### src/rtl/pc_pkg.sv
// pc_pkg: shared types and defaults for the fetch program-counter generator.
//   state_e          : BOOT / RUN / PEND sequencing states
//   DEF_*            : default parameter values for pc_gen
//   low_mask()       : mask of the address bits that must be zero for alignment
package pc_pkg;

  localparam int unsigned DEF_XLEN         = 32;
  localparam int unsigned DEF_INSTR_BYTES  = 4;
  localparam int unsigned DEF_BOOT_DELAY   = 2;
  localparam logic [31:0] DEF_RESET_VECTOR = 32'h0000_0000;

  typedef enum logic [1:0] {
    ST_BOOT = 2'd0,
    ST_RUN  = 2'd1,
    ST_PEND = 2'd2
  } state_e;

  // Low-order address bits that are zero in an aligned pc (INSTR_BYTES is a power of two).
  function automatic int unsigned low_mask(input int unsigned instr_bytes);
    return instr_bytes - 1;
  endfunction

endpackage

### src/rtl/pc_gen.sv
// pc_gen: fetch program-counter generator.
//   Holds the fetch address, advances on an instruction-memory handshake,
//   applies redirects (buffered while the pipeline is held) and waits a
//   programmable boot delay after reset before offering the first fetch.
// Ports:
//   clk         in   rising-edge clock
//   areset      in   asynchronous active-low reset
//   hold        in   pipeline stall; freezes pc and defers redirects
//   fetchReady  in   instruction memory accepts current pc
//   redirect    in   taken branch/jump this cycle
//   redirectPc  in   redirect target
//   trap        in   (PC_TRAP_EN only) force load of trapVector
//   trapVector  in   (PC_TRAP_EN only) trap target
//   misaligned  out  (PC_TRAP_EN only) one-cycle pulse on misaligned redirect
//   fetchValid  out  pc is a valid fetch request (registered)
//   pc          out  current fetch address (registered)
//   pcPlus      out  pc + INSTR_BYTES (combinational)
// Optional feature macro: PC_TRAP_EN
module pc_gen
  import pc_pkg::*;
#(
  parameter int unsigned     XLEN         = DEF_XLEN,
  parameter logic [XLEN-1:0] RESET_VECTOR = XLEN'(DEF_RESET_VECTOR),
  parameter int unsigned     INSTR_BYTES  = DEF_INSTR_BYTES,
  parameter int unsigned     BOOT_DELAY   = DEF_BOOT_DELAY
) (
  input  logic            clk,
  input  logic            areset,
  input  logic            hold,
  input  logic            fetchReady,
  input  logic            redirect,
  input  logic [XLEN-1:0] redirectPc,
`ifdef PC_TRAP_EN
  input  logic            trap,
  input  logic [XLEN-1:0] trapVector,
  output logic            misaligned,
`endif
  output logic            fetchValid,
  output logic [XLEN-1:0] pc,
  output logic [XLEN-1:0] pcPlus
);

  localparam int unsigned     CNT_W    = (BOOT_DELAY > 0) ? $clog2(BOOT_DELAY + 1) : 1;
  localparam logic [XLEN-1:0] LOW_MASK = XLEN'(low_mask(INSTR_BYTES));
  localparam logic [XLEN-1:0] STEP     = XLEN'(INSTR_BYTES);

  state_e            state, state_d;
  logic [CNT_W-1:0]  cnt, cnt_d;
  logic [XLEN-1:0]   pc_d;
  logic              pend_v, pend_v_d;
  logic [XLEN-1:0]   pend_addr, pend_addr_d;
  logic              valid_d;

  // Redirect-class event for this cycle and the address it targets.
  logic              evt_v;
  logic [XLEN-1:0]   evt_tgt;

`ifdef PC_TRAP_EN
  logic bad_c;
  logic mis_q;

  always_comb begin
    bad_c   = redirect && ((redirectPc & LOW_MASK) != '0);
    evt_v   = trap || redirect;
    evt_tgt = (trap || bad_c) ? trapVector : redirectPc;
  end

  // Misaligned pulse marks the edge the bad target was observed.
  always_ff @(posedge clk or negedge areset) begin
    if (!areset) mis_q <= 1'b0;
    else         mis_q <= bad_c;
  end

  assign misaligned = mis_q;
`else
  always_comb begin
    evt_v   = redirect;
    evt_tgt = redirectPc & ~LOW_MASK;
  end
`endif

  // State and datapath registers.
  always_ff @(posedge clk or negedge areset) begin
    if (!areset) begin
      state      <= ST_BOOT;
      cnt        <= '0;
      pc         <= RESET_VECTOR;
      pend_v     <= 1'b0;
      pend_addr  <= '0;
      fetchValid <= 1'b0;
    end else begin
      state      <= state_d;
      cnt        <= cnt_d;
      pc         <= pc_d;
      pend_v     <= pend_v_d;
      pend_addr  <= pend_addr_d;
      fetchValid <= valid_d;
    end
  end

  // Next-state and next-pc selection.
  always_comb begin
    state_d     = state;
    cnt_d       = cnt;
    pc_d        = pc;
    pend_v_d    = pend_v;
    pend_addr_d = pend_addr;

    unique case (state)
      ST_BOOT: begin
        if (evt_v) begin
          pend_v_d    = 1'b1;
          pend_addr_d = evt_tgt;
        end
        if (cnt == CNT_W'(BOOT_DELAY)) begin
          // Newest redirect wins over one buffered earlier in boot.
          state_d  = ST_RUN;
          pend_v_d = 1'b0;
          if (evt_v)       pc_d = evt_tgt;
          else if (pend_v) pc_d = pend_addr;
        end else begin
          cnt_d = cnt + CNT_W'(1);
        end
      end

      ST_RUN: begin
        if (evt_v) begin
          if (hold) begin
            pend_v_d    = 1'b1;
            pend_addr_d = evt_tgt;
            state_d     = ST_PEND;
          end else begin
            pc_d = evt_tgt;
          end
        end else if (!hold && fetchReady) begin
          pc_d = pc + STEP;
        end
      end

      ST_PEND: begin
        if (evt_v) pend_addr_d = evt_tgt;
        if (!hold) begin
          pc_d     = evt_v ? evt_tgt : pend_addr;
          pend_v_d = 1'b0;
          state_d  = ST_RUN;
        end
      end

      default: begin
        state_d = ST_BOOT;
      end
    endcase

    valid_d = (state_d == ST_RUN);
  end

  assign pcPlus = pc + STEP;

endmodule

### config.mk
export PLATFORM = sky130hd
export DESIGN_NAME = pc_gen
export DESIGN_NICKNAME = d
export VERILOG_FILES = /design/src/rtl/pc_pkg.sv /design/src/rtl/pc_gen.sv
export SDC_FILE = /design/constraint.sdc
export NUM_CORES = 1
export LEC_CHECK = 0
export ABC_AREA = 1
export BUFFER_PORTS_ARGS = -buffer_cell sky130_fd_sc_hd__buf_4
export CAP_MARGIN = 10
export CORE_UTILIZATION = 54
export DETAILED_ROUTE_END_ITERATION = 6
export PLACE_DENSITY = 0.77
export SYNTH_ARGS = -nofsm -noshare
export SYNTH_HDL_FRONTEND = slang
export SYNTH_SLANG_ARGS = --single-unit
### constraint.sdc
create_clock -name clk -period 2.2 [get_ports clk]
set_input_delay 0.11 -clock clk [delete_from_list [all_inputs] [get_ports clk]]
set_output_delay 0.11 -clock clk [all_outputs]
set_load 0.01 [all_outputs]
==> flow_metrics.py <==
metrics = {
    "placement": {
        "placement.io_buffers": 99,
        "dp_slack_ns": 0.244,
        "postPlaceCellArea_mm2": 0.00505,
        "post-place-cells": 762,
        "finalWeightedCongestion": 0.947,
        "dp_hpwl_mm": 7.95,
    },
    "sta": {
        "relSlewSlack_pct": 39.3,
        "hold_viol_final": 0,
        "setup_ws_ns": 0.151,
        "clock_skew_ns": 0.00858,
        "transition_time_of_the_tightest_slew_check_pin_ns": 0.910,
        "slew_viol_final": 0,
        "unrepaired_setup_endpoints_after_global_routing": "no",
        "setup_violations": 0,
        "post-route-period-util_pct": 93.1,
        "fmax_ghz": 0.488,
        "final.hold.worst_slack_ns": 0.0209,
        "layout_min_cycle_time_ns": 2.05,
        "fin_tns_setup_ns": 0,
    },
    "floorplanning": {
        "die_h_um": 91.2,
        "initial_utilization_pct": 55.6,
        "die-width_um": 91.2,
        "floorplan.io_pins": 102,
        "floorplan.die_area_mm2": 0.00831,
        "rows": 32,
        "fp.coreArea_mm2": 0.00773,
    },
    "critical_path": {
        "critPathKind": "reg2out",
        "timing.critical_path.from_type": "flip-flop",
        "critical_path.endpoint_type": "primary output",
        "crit_arrival_ns": 1.94,
        "worst-path-max-fanout": 4,
        "timing.critical_path.required_ns": 2.09,
    },
    "finish": {
        "area.growth.synth_to_final_pct": 25.6,
        "multi_input_comb_area_mm2": 0.00216,
        "final_core_util_pct": 69.8,
        "ff_latch_area_mm2": 0.00175,
        "final_cell_area_mm2": 0.00539,
        "fillCellCount": 644,
        "fraction_of_layout_cells_with_a_size_suffix_above_1_pct": 22.0,
        "nets": 723,
        "mostFrequentLayoutCells": "sky130_fd_sc_hd__nand2_1, sky130_fd_sc_hd__buf_4, sky130_fd_sc_hd__nor2_1, sky130_fd_sc_hd__dfrtp_1, sky130_fd_sc_hd__inv_1",
        "fin_cells": 787,
        "layout_commonest_cell": "sky130_fd_sc_hd__nand2_1",
        "num_antenna_cells": 0,
    },
    "grt": {
        "via_count_of_the_first_global_routing_pass": 3822,
        "initial_antenna_violation_count": 0,
        "overall_routing_resource_usage_pct": 27.6,
        "grt_start_max_net_pins": 71,
        "grt-ovfl-total": 0,
        "global_route_wire_length_before_repair_mm": 17.9,
    },
    "run": {
        "max_cap_viols": 0,
    },
    "power": {
        "p_per_area_mw_per_mm2": 1520,
        "portion_of_total_power_attributed_to_the_clock_network_pct": 16.1,
        "worst_ir_drop_vdd_v": 0.000611,
        "pwr-share-comb_pct": 52.6,
        "switching_share_pct": 45.1,
        "switchingPower_mw": 3.70,
        "fin_total_pwr_mw": 8.20,
        "seqPwrFrac_pct": 31.3,
        "total_leakage_power_nw": 2.67,
        "internal_power_consumption_mw": 4.50,
    },
    "yosys": {
        "synth_top_area_cell": "sky130_fd_sc_hd__dfrtp_1",
        "postSynthCellCount": 577,
        "syn_area_per_cell_um2": 7.44,
        "postSynthRegisterBits": 70,
        "synth_cell_type_count": 41,
        "synthesis.area_mm2": 0.00429,
        "ys_seq_area_share_pct": 40.8,
        "ys_warn_count": 0,
        "most_area_consuming_cells_after_synthesis": "sky130_fd_sc_hd__dfrtp_1, sky130_fd_sc_hd__nand2_1, sky130_fd_sc_hd__nor2_1",
        "synth.net_count": 620,
        "synth_largest_type_area_fraction_pct": 40.8,
    },
    "clocking": {
        "postCtsHoldBufs": 9,
        "clk_latency_ns": 0.35,
        "clk_root_buffer_cell": "sky130_fd_sc_hd__clkbuf_8",
        "cts-buffers-inserted": 9,
        "cts.repair.resized": 0,
        "cts_post_setup_buffers_inserted": 0,
        "clk_pin_slew_worst_paths_ns": 0.08,
        "cts_tree": "yes",
        "htree_num_levels": 3,
        "cts.sinks": 70,
        "buffers_from_clock_root_to_sink_at_most": 2,
    },
    "detailed_routing": {
        "routedWlPerCell_um": 13.9,
        "drt_wl_total_mm": 11.0,
        "drt_first_pass_iters": 5,
        "drt-vias-per-instance": 5.24,
        "detailroute.via_count": 4121,
        "total_drc_errors_in_the_routed_layout": 0,
        "postRouteAntennaNets": 0,
        "drtIter0Drc": 260,
    },
    "run_status": {
        "run_status": "finished clean",
    },
    "hold_path": {
        "min_path_type": "in2reg",
    },
}
cells by family (layout without fill, tap and decap cells):
| group | after synthesis | after routing | synth area share [%] |
|---|---|---|---|
| flops | 70 | 70 | 40.8 |
| simple gates | 307 | 307 | 31.4 |
| xor+xnor | 16 | 16 | 4.14 |
| compound gates | 98 | 98 | 13.0 |
| buf+inv | 80 | 188 | 8.92 |
| fa+ha+maj | 6 | 6 | 1.75 |
metal layers:
metal | GRT usage [%] | vias up | share of wire [%]
li1 | - | 2023 | -
met1 | 38.0 | 1934 | 44
met2 | 44.1 | 146 | 48
met3 | 4.36 | 18 | 6.3
met4 | 9.92 | 0 | 1.6
met5 | 0 | - | 0
worst paths after layout:
path,start,end,slack (ns),cells past startpoint
min in group asynchronous,areset,pc[24]$_DFFE_PN0P_,0.40,2
worst max register to register,state[1]$_DFF_PN0_,pc[24]$_DFFE_PN0P_,0.22,9
max in group asynchronous,areset,pend_addr[15]$_DFFE_PN0P_,1.17,2
worst min register to register,cnt[0]$_DFFE_PN0P_,cnt[0]$_DFFE_PN0P_,0.47,1
worst max-delay path,pc[3]$_DFFE_PN0P_,pcPlus[12],0.15,6
worst min-delay path,redirectPc[26],pend_addr[26]$_DFFE_PN0P_,0.02,3
cell type report:
type | instances | area share (%)
inverter | 59 | 4.20
multi-input combinational | 427 | 40.0
clock buffer | 11 | 2.81
timing repair buffer | 113 | 16.1
sequential | 70 | 32.5
tap | 102 | 2.37
clock inverter | 5 | 1.95
sequential cells by signal (all words and copies together), names as in the netlist:
| signal | count |
|---|---|
| pend_addr | 32 |
| fetchValid | 1 |
| pend_v | 1 |
| pc | 32 |
| cnt | 2 |
| state | 2 |
power groups by stage:
| stage | Clock (mW) | Combinational [mW] | Sequential (mW) |
|---|---|---|---|
| 6_report | 1.32 | 4.32 | 2.56 |
| 5_1_grt | 1.40 | 4.77 | 2.64 |
| 4_1_cts | 1.34 | 4.32 | 2.55 |
| 3_5_place_dp | 0 | 4.28 | 2.57 |
| 3_3_place_gp | 0 | 4.18 | 2.53 |
| 2_1_floorplan | 0 | 2.77 | 2.55 |
synth_stat cells (all sizes together):
cell and n:
nor3 2, ha 6, o21ai 48, nand2 188
o2111ai 1, a221oi 1, o221ai 2, nor2 94
nand4 1, xor2 13, nand3 10, a22oi 8
dfrtp 70, a21oi 24, buf 18, o21a 2
o31ai 2, a32o 1, and2 4, nor3b 1
inv 59, clkbuf 3, nand3b 7, a31oi 7
xnor2 3, o22ai 2
worst max-delay path, stage by stage, from the launching register on:
cell and delay, ns:
sky130_fd_sc_hd__dfrtp_1 0.43, sky130_fd_sc_hd__ha_1 0.24, sky130_fd_sc_hd__nand3_1 0.13, sky130_fd_sc_hd__nor2_1 0.20, sky130_fd_sc_hd__nand2_1 0.15, sky130_fd_sc_hd__xor2_1 0.26
sky130_fd_sc_hd__buf_4 0.17
Power figures use the tool's default switching activity.
